==> config.mk <==
export PLATFORM = sky130hd
export DESIGN_NAME = multi_mode_game
export DESIGN_NICKNAME = d
export VERILOG_FILES = /design/src/rtl/game_pkg.sv /design/src/rtl/game_score_counter.sv /design/src/rtl/multi_mode_game.sv
export SDC_FILE = /design/constraint.sdc
export NUM_CORES = 1
export LEC_CHECK = 0
export CAP_MARGIN = 20
export CORE_MARGIN = 4
export CORE_UTILIZATION = 49
export DETAILED_ROUTE_END_ITERATION = 7
export PLACE_DENSITY = 0.78
export RECOVER_POWER = 100
export SYNTH_ARGS = -nofsm -noshare
export SYNTH_HDL_FRONTEND = slang
export SYNTH_HIERARCHICAL = 1
export SYNTH_SLANG_ARGS = --single-unit
==> constraint.sdc <==
create_clock -name clk -period 4.5 [get_ports clk]
set_input_delay 0.675 -clock clk [delete_from_list [all_inputs] [get_ports clk]]
set_output_delay 0.675 -clock clk [all_outputs]
set_load 0.005 [all_outputs]
==> src/rtl/game_pkg.sv <==
// game_pkg: step-mode encodings, FSM state and result codes shared by the game blocks
package game_pkg;
  localparam logic [2:0] CTRL_INC1 = 3'b000;
  localparam logic [2:0] CTRL_INC2 = 3'b001;
  localparam logic [2:0] CTRL_INC4 = 3'b100;
  localparam logic [2:0] CTRL_DEC1 = 3'b010;
  localparam logic [2:0] CTRL_DEC2 = 3'b011;
  localparam logic [2:0] CTRL_DEC4 = 3'b101;
  localparam logic [1:0] WHO_NONE  = 2'b00;
  localparam logic [1:0] WHO_LOSE  = 2'b01;
  localparam logic [1:0] WHO_WIN   = 2'b10;
  typedef enum logic {PLAY, OVER} state_e;
endpackage

==> src/rtl/game_score_counter.sv <==
// game_score_counter: per-game score with clear; flags the increment that reaches TARGET
module game_score_counter #(
  parameter int TARGET = 15,
  parameter int SW = $clog2(TARGET + 1)
) (
  input  logic          clk,
  input  logic          rst,
  input  logic          inc,
  input  logic          clr,
  output logic [SW-1:0] score,
  output logic          hit_target
);
  logic [SW-1:0] score_q;
  assign score = score_q;
  assign hit_target = inc && score_q == SW'(TARGET - 1);
  always_ff @(posedge clk)
    if (!rst || clr) score_q <= '0;
    else if (inc) score_q <= score_q + 1'b1;
endmodule

==> src/rtl/multi_mode_game.sv <==
// multi_mode_game: multi-step play counter with win/loss scoring and a timed game-over hold
module multi_mode_game
  import game_pkg::*;
#(
  parameter int WIDTH = 4,
  parameter int TARGET = 15,
  parameter int HOLD_CYCLES = 4,
  localparam int SW = $clog2(TARGET + 1)
) (
  input  logic             clk,
  input  logic             rst,
  input  logic [2:0]       ctrl,
  input  logic [WIDTH-1:0] init_val,
  input  logic             init,
  output logic [WIDTH-1:0] count,
  output logic             winner,
  output logic             loser,
  output logic [SW-1:0]    win_score,
  output logic [SW-1:0]    lose_score,
  output logic             gameover,
  output logic [1:0]       who
);
  localparam int HW = $clog2(HOLD_CYCLES + 1);
  state_e state_q;
  logic [WIDTH-1:0] count_q, count_d, step;
  logic [HW-1:0] hold_q;
  logic [2:0] mag;
  logic [1:0] who_q;
  logic winner_q, loser_q, gameover_q, dn, mv, play_step, win_hit, lose_hit, win_tgt, lose_tgt, done;
  always_comb begin
    mv = !(ctrl[2] && ctrl[1]);
    dn = ctrl inside {CTRL_DEC1, CTRL_DEC2, CTRL_DEC4};
    mag = ctrl[2] ? (ctrl[1] ? 3'd0 : 3'd4) : (ctrl[0] ? 3'd2 : 3'd1);
    step = WIDTH'(mag);
    count_d = dn ? count_q - step : count_q + step;
    play_step = state_q == PLAY && !init && mv;
    win_hit = play_step && count_d == '1;
    lose_hit = play_step && count_d == '0;
    done = state_q == OVER && hold_q == HW'(HOLD_CYCLES - 1);
  end
  game_score_counter #(.TARGET(TARGET), .SW(SW)) u_win (
    .clk(clk), .rst(rst), .inc(win_hit), .clr(done), .score(win_score), .hit_target(win_tgt)
  );
  game_score_counter #(.TARGET(TARGET), .SW(SW)) u_lose (
    .clk(clk), .rst(rst), .inc(lose_hit), .clr(done), .score(lose_score), .hit_target(lose_tgt)
  );
  always_ff @(posedge clk)
    if (!rst) begin
      state_q <= PLAY;
      count_q <= '0;
      hold_q <= '0;
      winner_q <= 1'b0;
      loser_q <= 1'b0;
      gameover_q <= 1'b0;
      who_q <= WHO_NONE;
    end else if (state_q == PLAY) begin
      winner_q <= win_hit;
      loser_q <= lose_hit;
      count_q <= init ? init_val : count_d;
      hold_q <= '0;
      if (win_tgt || lose_tgt) begin
        state_q <= OVER;
        gameover_q <= 1'b1;
        who_q <= win_tgt ? WHO_WIN : WHO_LOSE;
      end
    end else begin
      winner_q <= 1'b0;
      loser_q <= 1'b0;
      hold_q <= hold_q + 1'b1;
      if (done) begin
        state_q <= PLAY;
        count_q <= '0;
        hold_q <= '0;
        gameover_q <= 1'b0;
        who_q <= WHO_NONE;
      end
    end
  assign count = count_q;
  assign winner = winner_q;
  assign loser = loser_q;
  assign gameover = gameover_q;
  assign who = who_q;
endmodule

[Yosys cells after proc, flatten, opt, wreduce, memory -nomap -nowiden]
Index checks and enable logic that the tools add are counted.
Word-level totals
  flip-flop bits (word level): 21
  input bits: 10
  output and inout port bits: 17
Cells by class
  $add $sub $neg: 5
  eq/ne operators: 8
  muxes and demuxes: 17
  bitwise gates (word level): 2
  reduce and logical (&&, ||, !) cells: 19
Operator list (count)
  two-way mux 4 bit: 4
  equality test 4 bit, second input constant: 3
  two-way mux 2 bit: 5
  equality test 3 x 2 -> 1 bit, second input constant: 3
  adder 4 x 1 -> 4 bit, second input constant: 2
  logical AND 1 bit: 8
  two-way mux 1 bit: 6
  two-way mux 3 bit: 2
  adder 4 x 3 -> 4 bit: 1
  logical NOT 4 bit: 1
  subtractor 4 x 3 -> 4 bit: 1
  adder 3 x 1 -> 3 bit, second input constant: 1
  equality test 3 bit, second input constant: 1
  logical NOT 1 bit: 3
  nonzero test 3 bit: 1
  OR reduction 3 bit: 1
  logical OR 1 bit: 2
  inequality test 2 x 1 -> 1 bit, second input constant: 1
  NOT 1 bit: 2
  AND reduction 2 bit: 1
  nonzero test 2 bit: 1
  OR reduction 2 bit: 1

[Logic depth before layout (Yosys ltp)]
  word-level depth: 10
  depth in mapped cells: 17
  depth with buffers taken out: 16

[By module]
Netlist, hierarchy kept.
By module, submodules not included
  multi_mode_game: times used 1, cells an instance 91, area each 764.5 sq um, seq. area each 260.2 sq um
  game_score_counter: times used 2, cells an instance 21, area each 207.7 sq um, seq. area each 80.1 sq um

[Least setup slack after synthesis]
No wires, ideal clock.
  path kind: input-to-reg
  start: input ctrl[2]
  end: register who_q[0] (netlist: who[0])
  arrival: 3267 ps
  slack: 1112 ps
  cell stages on the path: 14
  buffers on the path: 1
  path through: nor2_1 > inv_1 > ha_1 > o21ai_0 > a221o_1 > fa_1 > xnor2_1 > or3b_1 > nor3_2 > buf_2 > and4_1 > nor2_1 > o21ai_0 > a21oi_1
Between the ends
  word-level cells in the longest chain between the ends: 9
  elaborated cells between the ends (all ways): 23
  classes of those cells: add/sub: 2; eq/ne: 4; mux: 5; reduce/logical: 12
RTL lines
  from (decl): RTL line multi_mode_game.sv:12  | input logic [2:0] ctrl,
  two-way mux 3 bit (tied with other cells): RTL line multi_mode_game.sv:33  | mag = ctrl[2] ? (ctrl[1] ? 3'd0 : 3'd4) : (ctrl[0] ? 3'd2 : 3'd1);
  adder 4 x 3 -> 4 bit (tied with other cells): RTL line multi_mode_game.sv:35  | count_d = dn ? count_q - step : count_q + step;
  two-way mux 4 bit: RTL line multi_mode_game.sv:35
  equality test 4 bit: RTL line multi_mode_game.sv:37  | win_hit = play_step && count_d == '1;
  logical AND 1 bit *: RTL line multi_mode_game.sv:37
  named net win_hit: RTL line multi_mode_game.sv:29  | logic winner_q, loser_q, gameover_q, dn, mv, play_step, win_hit, lose_hit, win_tgt, lose_tgt, done;
  logical AND 1 bit *: RTL line game_score_counter.sv:15  | assign hit_target = inc && score_q == SW'(TARGET - 1);
  named net win_tgt: RTL line multi_mode_game.sv:29
  two-way mux 2 bit / logical OR 1 bit (equally long branches): RTL line multi_mode_game.sv:64, multi_mode_game.sv:61
  two-way mux 2 bit / nonzero test 2 bit (equally long branches)
  two-way mux 2 bit / AND reduction 2 bit (equally long branches)
  to (signal assigned): RTL line multi_mode_game.sv:64  | who_q <= win_tgt ? WHO_WIN : WHO_LOSE;
  to (decl): RTL line multi_mode_game.sv:28  | logic [1:0] who_q;
The timed path passes the listed nets; every way through them passes the cells marked *. The select of a mux whose other input is x is not followed.
A chain may end at the register's enable or synchronous reset.

[Final worst setup path]
Ends and elaborated chain as after synthesis.

==> impl_results.md <==
- Status: finished clean
- Crit end category: flop
- Filler instances: 204
- Clock Latency Late Sink: 0.32 ns
- Peak Freq: 255 MHz
- Post-CTS sizing: 0
- Area of the multi-input gates: 701 sq um
- Die Wd: 57.1 um
- Wirelength per Cell: 13.6 um
- Worst slew pin tran: 0.403 ns
- Data required time of the worst path: 4.72 ns
- Register area share after synthesis: 35.6%
- Share of cells above drive strength 1: 5.56%
- Crit path launch type: input port
- Worst R2R End: who[0]
- Initial Utilization: 52.3%
- Crit path DAT: 4.15 ns
- Total Die Area: 3260 sq um
- Leak: 0.000652 uW
- Post-DP HPWL: 2000 um
- DRC: 0
- Final worst path period share: 87.2%
- Hold path depth: 1
- Setup violations, final: 0
- Worst-path fanout max: 7
- Slew Viols, Final: 0
- Final nets: 184
- Reg2reg start: count[0]
- GRT Overall Usage: 17.0%
- Remaining Overflow, GRT: 0
- DR iter-0 viols: 42
- Total I/O pin count: 27
- Placed insts: 186
- Port buffer count: 26
- Setup Skew: 0.00473 ns
- DIE HEIGHT: 57.1 um
- Cell row count: 17
- Clock transition at the registers of the reported paths: 0.13 ns
- Syn Nets: 154
- Pre-antenna DRT Iters: 4
- Vias: 1047
- Synthesized cell area: 1180 sq um
- Count of cell types in the netlist: 37
- Largest net degree at the start of global routing: 14
- Final hold vios: 0
- DRT antenna net count: 0
- Final Critical Period: 3.92 ns
- Average cell area after synthesis: 8.87 sq um
- Register-to-register setup slack: 2.00 ns
- Clk buf depth: 2
- Drt total wl: 2580 um
- CTS hold repair buffers: 0
- Non-filler cells, final: 190
- CP max stage delay: 0.63 ns
- Post-synthesis register bit count: 21
- Max-cap viol count: 0
- Slowest stage cell, crit path: dlygate4sd3_1
- WHS: 0.446 ns
- Number of buffers created by CTS: 3
- Root buffer cell: clkbuf_4
- P&R area growth vs syn: 26.4%
- Gpl congestion: 0.776
- Setup WS pre-CTS: 0.387 ns
- Vias in the first global route: 981
- H-tree depth: 1
- Crit path kind: input port to flop
- Initial antenna violation count: 0
- Core area: 2250 sq um
- Headroom to the max-slew limit: 73.0%
- Yosys Warn Count: 6
- Setup TNS Final: 0 ns
- Setup Fix Bufs, Post-CTS: 0
- CP cell instances: dlygate4sd3_1, nor2_1, inv_1, ha_1, o21ai_0, a221o_1, fa_1, xnor2_1, or3b_1, nor3_1, and4_1, nor2_1, o21ai_0, a21oi_1
- CTS Sinks: 21
- FF/Latch Area: 420 sq um
- Cells after synthesis: 133
- Crit path launch: ctrl[2]
- Hold crit path type: flop to flop
- Crit path to: who[0]
- Peak supply drop: 0.162 mV
- Worst Setup Slack, final: 0.577 ns
- Post-DR vias/cell: 5.51
- Setup repair after global routing missed its margin: no
- CTS tree: yes
- PwrDens: 270 nW/um^2
- First-pass GRT wire length: 4410 um
- Antenna Cells: 0
- Overall power: 403 uW
- Worst Reg-to-Reg Cells: 11
logic make-up after synthesis:
kind of cell,synth area share [%]
simple gates,25.9
compound gates,14.3
flops,35.6
mux,2.65
buf+inv,4.14
fa+ha+maj,12.3
xor+xnor,5.09
per-stage QoR:
step / cell area [sq um] / utilization, %
global placement: 1480 / 65.4
finish: 1490 / 66.1
global route: 1490 / 66.1
detailed placement: 1480 / 65.4
floorplan: 1180 / -
CTS: 1510 / 66.8
placed cells by master (no fill, tap or decap), types with 8 or more instances in the layout:
master | Yosys | final
nor2_1 | 16 | 16
clkdlybuf4s50_1 | 0 | 8
ha_1 | 10 | 10
inv_1 | 8 | 8
nand2_1 | 9 | 9
dfxtp_1 | 21 | 21
dlygate4sd3_1 | 0 | 18
state kept, by name, indices dropped and copies added (netlist names), 2 cells and up:
| name | cells |
|---|---|
| hold_q | 3 |
| count | 4 |
| who | 2 |
| u_win/score | 4 |
| u_lose/score | 4 |
worst min path at each step:
stage | endpoint | slack, ns | startpoint
floorplan | hold_q[0] | 0.40 | hold_q[0]
global placement | hold_q[0] | 0.41 | hold_q[0]
detailed placement | hold_q[0] | 0.44 | hold_q[0]
CTS | hold_q[0] | 0.46 | hold_q[0]
global route | hold_q[0] | 0.46 | hold_q[0]
finish | hold_q[0] | 0.45 | hold_q[0]
power by group:
group | switching [uW] | leakage [uW] | internal, uW
Clock | 64.7 | 0.0000139 | 34.1
Sequential | 8.20 | 0.000170 | 194
Combinational | 50.4 | 0.000468 | 51.7
Total | 123 | 0.000652 | 279
layer usage:
metal  GRT usage [%]  wire [um]  up-vias
li1                -          -      526
met1            21.9       1170      496
met2            28.5       1260       22
met3            2.26        102        3
met4            6.95         43        0
met5               0          0        -
synth_stat cells:
| master | count | area, sq um |
|---|---|---|
| nor3_2 | 2 | 20.0 |
| a211oi_1 | 2 | 15.0 |
| and2_1 | 2 | 12.5 |
| mux2i_1 | 2 | 20.0 |
| xnor2_1 | 4 | 35.0 |
| xnor2_2 | 1 | 16.3 |
| a31oi_1 | 1 | 6.26 |
| a221o_1 | 2 | 20.0 |
| inv_1 | 8 | 30.0 |
| nand2_1 | 9 | 33.8 |
| or3_1 | 1 | 6.26 |
| buf_2 | 3 | 15.0 |
| dfxtp_1 | 21 | 420 |
| nor3_1 | 4 | 20.0 |
| a21bo_1 | 2 | 20.0 |
| xor2_1 | 1 | 8.76 |
| o21ai_1 | 2 | 10.0 |
| nor2_1 | 16 | 60.1 |
| and3_1 | 1 | 6.26 |
| nor3b_1 | 1 | 7.51 |
| nor2b_1 | 1 | 6.26 |
| a211o_2 | 1 | 10.0 |
| and4_1 | 2 | 17.5 |
| a22o_1 | 2 | 17.5 |
| fa_1 | 1 | 20.0 |
| nand4_1 | 2 | 12.5 |
| mux2_1 | 1 | 11.3 |
| or3b_1 | 3 | 26.3 |
| inv_2 | 1 | 3.75 |
| nand2b_1 | 4 | 25.0 |
| nand3b_1 | 6 | 45.0 |
| ha_1 | 10 | 125 |
| a21oi_1 | 6 | 30.0 |
| or2_1 | 1 | 6.26 |
| a21oi_2 | 1 | 8.76 |
| o21ai_0 | 5 | 25.0 |
| o22ai_1 | 1 | 6.26 |
critical path, delay by kind of cell:
kind | cells | cell delay, ns
AO/OA/AOI/OAI | 4 | 0.66
buffers and inverters | 2 | 0.71
AND/OR/NAND/NOR | 5 | 1.21
XOR/XNOR | 1 | 0.17
adder cells (fa/ha/maj) | 2 | 0.71
cell type report:
cell class	count	area share [%]
multi-input cells	100	47.0
clock buffers	3	1.51
clock inverters	1	0.503
well taps	28	2.35
inverters	9	2.27
repair buffers	28	18.2
flip-flops and latches	21	28.2
Power figures use the tool's default switching activity.
